**src/rtl/sample_packer.sv**
```systemverilog
// sample_packer: quantizes six 8-bit complex ADC components to 2/4/8 bits
// and packs them MSB-first into a 16-bit word stream through a 64-bit
// gearbox accumulator.
// Optional feature: define PACKER_TEST_PATTERN_EN to build the test-pattern
// generator selected by test_mode; without it test_mode is ignored.
module sample_packer (
   input  logic        clk,
   input  logic        reset,
   input  logic [47:0] samples,
   input  logic        sample_valid,
   input  logic [1:0]  mode,
   input  logic [6:0]  threshold,
   input  logic        test_mode,
   input  logic        clear_overflow,
   output logic [15:0] source_data,
   output logic        source_en,
   output logic        overflow,
   output logic [15:0] overflow_count
);

   typedef enum logic [1:0] {DEPTH_2, DEPTH_4, DEPTH_8} depth_e;

   function automatic depth_e depth_of(input logic [1:0] m);
      case (m)
         2'b00:   return DEPTH_2;
         2'b01:   return DEPTH_4;
         default: return DEPTH_8;
      endcase
   endfunction

   logic [1:0]  mode_q, mode_d;
   logic [47:0] s1_bits_q, s1_bits_d;
   logic        s1_valid_q, s1_valid_d;
   logic [63:0] acc_q, acc_d;
   logic [6:0]  cnt_q, cnt_d;
   logic [15:0] source_data_q, source_data_d;
   logic        source_en_q, source_en_d;
   logic        overflow_q, overflow_d;
   logic [15:0] ovf_cnt_q, ovf_cnt_d;

   depth_e      depth;
   logic [6:0]  w;
   logic        mode_chg;
   logic [47:0] comp_in;
   logic [47:0] quant;
   logic [7:0]  x;
   logic [7:0]  mag;
   logic [6:0]  rem;
   logic [63:0] acc_rem;

   assign depth    = depth_of(mode_q);
   assign w        = (depth == DEPTH_2) ? 7'd12 : (depth == DEPTH_4) ? 7'd24 : 7'd48;
   assign mode_chg = (mode != mode_q);

`ifdef PACKER_TEST_PATTERN_EN
   logic [7:0] pat_q, pat_d;

   // Select live samples or the incrementing test pattern; advance the pattern counter per valid.
   always_comb begin
      // NOTE: every combinational output gets a default first so no path leaves it unassigned (no latch).
      comp_in = samples;
      pat_d   = pat_q;
      if (sample_valid) pat_d = pat_q + 8'd1;
      if (test_mode) begin
         for (int k = 0; k < 6; k++) begin
            comp_in[47-8*k -: 8] = pat_q + 8'(k);
         end
      end
   end

   // Pattern counter register.
   always_ff @(posedge clk) begin
      if (reset) pat_q <= 8'd0;
      else       pat_q <= pat_d;
   end
`else
   logic unused_test_mode;
   assign unused_test_mode = test_mode;

   // Live samples only; test_mode has no effect in this build.
   always_comb begin
      comp_in = samples;
   end
`endif

   // Quantize each component to the registered depth and pack left-aligned, ch0_i first.
   always_comb begin
      quant = '0;
      x     = '0;
      mag   = '0;
      for (int k = 0; k < 6; k++) begin
         x   = comp_in[47-8*k -: 8];
         mag = x[7] ? (~x + 8'd1) : x;   // -128 maps to 128 as unsigned
         case (depth)
            DEPTH_2: quant[47-2*k -: 2] = {x[7], (mag > {1'b0, threshold})};
            DEPTH_4: quant[47-4*k -: 4] = x[7:4];
            default: quant[47-8*k -: 8] = x;
         endcase
      end
   end

   // Gearbox: emit a word from the old count, then append or drop the stage-1 sample.
   always_comb begin
      mode_d        = mode;
      s1_valid_d    = sample_valid;
      s1_bits_d     = quant;
      acc_d         = acc_q;
      cnt_d         = cnt_q;
      source_en_d   = 1'b0;
      source_data_d = source_data_q;
      overflow_d    = overflow_q;
      ovf_cnt_d     = ovf_cnt_q;
      rem           = cnt_q;
      acc_rem       = acc_q;
      if (clear_overflow) overflow_d = 1'b0;
      if (mode_chg) begin
         // New depth: discard residual bits and the sample quantized under the old depth.
         s1_valid_d = 1'b0;
         acc_d      = '0;
         cnt_d      = 7'd0;
      end else begin
         if (cnt_q >= 7'd16) begin
            source_en_d   = 1'b1;
            source_data_d = acc_q[63:48];
            rem           = cnt_q - 7'd16;
            acc_rem       = acc_q << 16;
         end
         acc_d = acc_rem;
         cnt_d = rem;
         if (s1_valid_q) begin
            if (({1'b0, rem} + {1'b0, w}) <= 8'd64) begin
               acc_d = acc_rem | ({s1_bits_q, 16'h0000} >> rem);
               cnt_d = rem + w;
            end else begin
               overflow_d = 1'b1;
               if (ovf_cnt_q != 16'hFFFF) ovf_cnt_d = ovf_cnt_q + 16'd1;
            end
         end
      end
   end

   // State registers; stage-1 sample bits carry no reset since s1_valid qualifies them.
   always_ff @(posedge clk) begin
      // NOTE: sequential state uses non-blocking assignments so all flops update from pre-edge values.
      // NOTE: pure datapath registers guarded by a valid bit are left without reset.
      s1_bits_q <= s1_bits_d;
      if (reset) begin
         mode_q        <= mode;
         s1_valid_q    <= 1'b0;
         acc_q         <= '0;
         cnt_q         <= 7'd0;
         source_data_q <= 16'h0000;
         source_en_q   <= 1'b0;
         overflow_q    <= 1'b0;
         ovf_cnt_q     <= 16'h0000;
      end else begin
         mode_q        <= mode_d;
         s1_valid_q    <= s1_valid_d;
         acc_q         <= acc_d;
         cnt_q         <= cnt_d;
         source_data_q <= source_data_d;
         source_en_q   <= source_en_d;
         overflow_q    <= overflow_d;
         ovf_cnt_q     <= ovf_cnt_d;
      end
   end

   assign source_data    = source_data_q;
   assign source_en      = source_en_q;
   assign overflow       = overflow_q;
   assign overflow_count = ovf_cnt_q;

endmodule
```
**config.mk**
```make
export PLATFORM = sky130hd
export DESIGN_NAME = sample_packer
export DESIGN_NICKNAME = d
export VERILOG_FILES = /design/src/rtl/sample_packer.sv
export SDC_FILE = /design/constraint.sdc
export NUM_CORES = 1
export LEC_CHECK = 0
export BUFFER_PORTS_ARGS = -buffer_cell sky130_fd_sc_hd__buf_2
export CAP_MARGIN = 10
export CORE_MARGIN = 8
export CORE_UTILIZATION = 60
export CTS_CLUSTER_SIZE = 24
export DETAILED_ROUTE_END_ITERATION = 8
export PLACE_DENSITY = 0.88
export SKIP_LAST_GASP = 1
export SLEW_MARGIN = 10
export SYNTH_ARGS = -nofsm -noshare
export SYNTH_HDL_FRONTEND = slang
export SYNTH_SLANG_ARGS = --single-unit
```
**constraint.sdc**
```tcl
create_clock -name clk -period 4.8 [get_ports clk]
set_input_delay 0.48 -clock clk [delete_from_list [all_inputs] [get_ports clk]]
set_output_delay 0.48 -clock clk [all_outputs]
set_load 0.005 [all_outputs]
```
==> flow_summary.toml <==
[setup_path]
timing.rr.start = "mode_q[0]$_DFF_P_"
cp_max_fo = 10
crit_chain = "or2_2 > clkinv_1 > ha_1 > inv_1 > fa_1 > xnor2_1 > nor3b_1 > o21ai_1 > a2111oi_4 > nand2_1 > o22ai_1"
r2r_end = "acc_q[40]$_SDFF_PP0_"
cp_slowest_stage_delay_ns = 0.71
cpMaxStageDelayCell = "a2111oi_4"
cp-start-kind = "flip-flop"
reg2reg_depth = 11
rrSetupSlack_ns = 0.91
cp_num_buf_inv = 2
critPathKind = "reg -> reg"
crit_family = "compound AO/OA/AOI/OAI gates"
crit_arrival_ns = 4.23
required_ns = 5.15
end_kind = "flip-flop"

[route]
drt_pass1_iterations = 5
drc = 0
drt-total-wl_um = 26700
vias = 8915
wire_per_inst_um = 18.6
final_antenna_net_count = 0
drt_iter0_markers = 832
vias_per_cell = 6.22

[synth]
syn_nets = 1270
syn-cell-area_um2 = 9530
synthCells = 1152
async_reset_ff_share_pct = 0
avgSynthCellArea_um2 = 8.28
ys_warn_count = 0
yosysUniqueCellTypes = 65
yosysSeqAreaShare_pct = 32.3
synth_edf_count = 0
synth-main-ff-cell = "dfxtp_1"
ys_ff_latch = 154

[hold_path]
min_path_cells = 1
hold_class = "in -> reg"
hold_path.startpoint = "mode[0]"
hold_path_end = "mode_q[0]$_DFF_P_"

[finish]
fin_nets = 1324
drive_gt1_share_pct = 15.9
diodes = 0
synthToLayoutAreaGrowth_pct = 11.9

[clock_tree]
cts_tree = "yes"
post_cts_buffers = 0
clock_sinks = 154
clock_path_buffers = 2
clock_latency_ns = 0.43
numCtsBuffers = 17
cts_root_buffer = "clkbuf_16"
cts.reportedPaths.clkPinSlew_ns = 0.06
holdBufCountCts = 0
cts_resized = 0
htreeDepth = 4

[sta]
period_share_pct = 81.0
skew_ns = 0.00710
rsz0062_at_grt = "no"
period_minus_slack_ns = 3.89
finalSetupViolations = 0
fmax_mhz = 257
finalSetupTns_ns = 0
hold_violations = 0
final_max_slew_viol_count = 0
max-slew-margin-rel_pct = 39.1
worst_slew_pin_slew_ns = 0.912

[placed_design]
gp_congestion = 0.972
place_hpwl_um = 19900
port_buffers = 94

[die]
dieArea_um2 = 20200
num_io_pins = 96
die_height_um = 142
die_w_um = 142
rows = 46
core_um2 = 15700
initial_core_util_pct = 60.7

[power_and_ir_drop]
p_per_area_nw_per_um2 = 289
p_leak_nw = 4.16
vdd_ir_drop_max_mv = 0.248
total_power_mw = 3.08

[run]
cap_viol_max_count = 0

[global_route]
grt_start_max_net_pins = 60
grt_first_pass_wirelength_um = 43000
grt_pass1_vias = 8390
antenna_found_initial = 0
grt_usage_pct = 26.5
grt_overflow = 0

[run_status]
outcome = "completed"
metal layers:
metal,track usage [%],up-vias,routed length (µm)
li1,-,4269,-
met4,11.1,0,731
met2,42.7,441,12400
met5,0,-,0
met1,34.1,4149,11400
met3,5.17,56,2100
final cells by class:
class                   instances  area [µm²]
clock buffers                  20         457
clock inverters                10        96.3
fillers                      1314        5040
inverters                      35         131
multi-input cells             888        6040
flip-flops and latches        154        3080
well taps                     216         270
repair buffers                110         591
metrics by stage:
| step | util, % | worst slack [ns] | instance area (µm²) | cells | hold slack (ns) |
|---|---|---|---|---|---|
| 3_3_place_gp | 64.4 | 1.08 | 10100 | 1403 | 0.440 |
| 4_1_cts | 67.9 | 0.908 | 10700 | 1433 | 0.167 |
| 5_1_grt | 67.9 | 0.667 | 10700 | 1433 | 0.164 |
| 6_report | 67.9 | 0.910 | 10700 | 1433 | 0.179 |
| 3_5_place_dp | 64.4 | 0.952 | 10100 | 1403 | 0.443 |
| 2_1_floorplan | - | 1.23 | 9530 | 1152 | 0.431 |
power by group:
group / internal (mW) / switching, mW / leakage (nW)
logic: 0.186 / 0.284 / 2.65
registers: 1.31 / 0.0312 / 1.26
clock network: 0.734 / 0.532 / 0.260
worst max path at each step:
stage | cells after the start | start | to | slack [ns]
after floorplan | 15 | cnt_q[5]$_SDFF_PP0_ | overflow_count[9]$_SDFFE_PP0P_ | 1.23
after global placement | 11 | mode_q[0]$_DFF_P_ | acc_q[41]$_SDFF_PP0_ | 1.08
after detailed placement | 11 | mode_q[0]$_DFF_P_ | acc_q[40]$_SDFF_PP0_ | 0.95
after CTS | 11 | mode_q[0]$_DFF_P_ | acc_q[40]$_SDFF_PP0_ | 0.91
after global routing | 11 | mode_q[0]$_DFF_P_ | acc_q[40]$_SDFF_PP0_ | 0.67
final | 11 | mode_q[0]$_DFF_P_ | acc_q[40]$_SDFF_PP0_ | 0.91
registers in the layout (all words and copies together), names as in the netlist:
signal,cells
overflow,1
overflow_count,16
source_en,1
s1_bits_q,48
source_data,16
s1_valid_q,1
cnt_q,5
mode_q,2
acc_q,64
cell usage in the layout, fill, tap and decap left out, types with 12 or more instances in the layout:
cell type | synthesis | routed
ha_1 | 55 | 55
nand2_1 | 184 | 183
nand4_1 | 13 | 13
inv_1 | 33 | 33
nand2b_1 | 17 | 17
a21oi_1 | 80 | 79
nor2_1 | 53 | 53
or3_1 | 14 | 13
and2_1 | 25 | 25
buf_2 | 5 | 94
a22o_1 | 18 | 18
nand3_1 | 22 | 22
o22ai_1 | 21 | 21
buf_4 | 0 | 16
o21ai_0 | 64 | 64
a31oi_1 | 24 | 24
dfxtp_1 | 154 | 153
xnor2_1 | 31 | 31
clkbuf_16 | 0 | 17
mux2i_1 | 78 | 78
mux2_2 | 27 | 27
o31ai_1 | 16 | 16
nor2b_1 | 12 | 12
cells by family after synthesis:
group	after synthesis	share of synthesized area, %
AND/OR/NAND/NOR	388	19.4
AO/OA/AOI/OAI	297	20.2
flip-flops	154	32.3
multiplexers	111	12.8
buffers and inverters	110	4.40
adder cells (fa/ha/maj)	56	7.43
XOR/XNOR	36	3.46
cells in the mapped netlist, types with 11 or more instances:
master      n  area share, %
a21oi_1    80            4.2
a22o_1     18            1.7
a31oi_1    24            1.6
and2_1     25            1.6
buf_1      11           0.43
clkbuf_1   59            2.3
dfxtp_1   154             32
ha_1       55            7.2
inv_1      33            1.3
mux2_2     27            3.2
mux2i_1    78            8.2
nand2_1   184            7.2
nand2b_1   17            1.1
nand3_1    22            1.2
nand4_1    13           0.85
nor2_1     53            2.1
nor2b_1    12           0.79
o21ai_0    64            3.4
o22ai_1    21            1.4
o31ai_1    16            1.3
or3_1      14           0.92
xnor2_1    31            2.8
No activity file was read; power rests on OpenSTA's default activity.
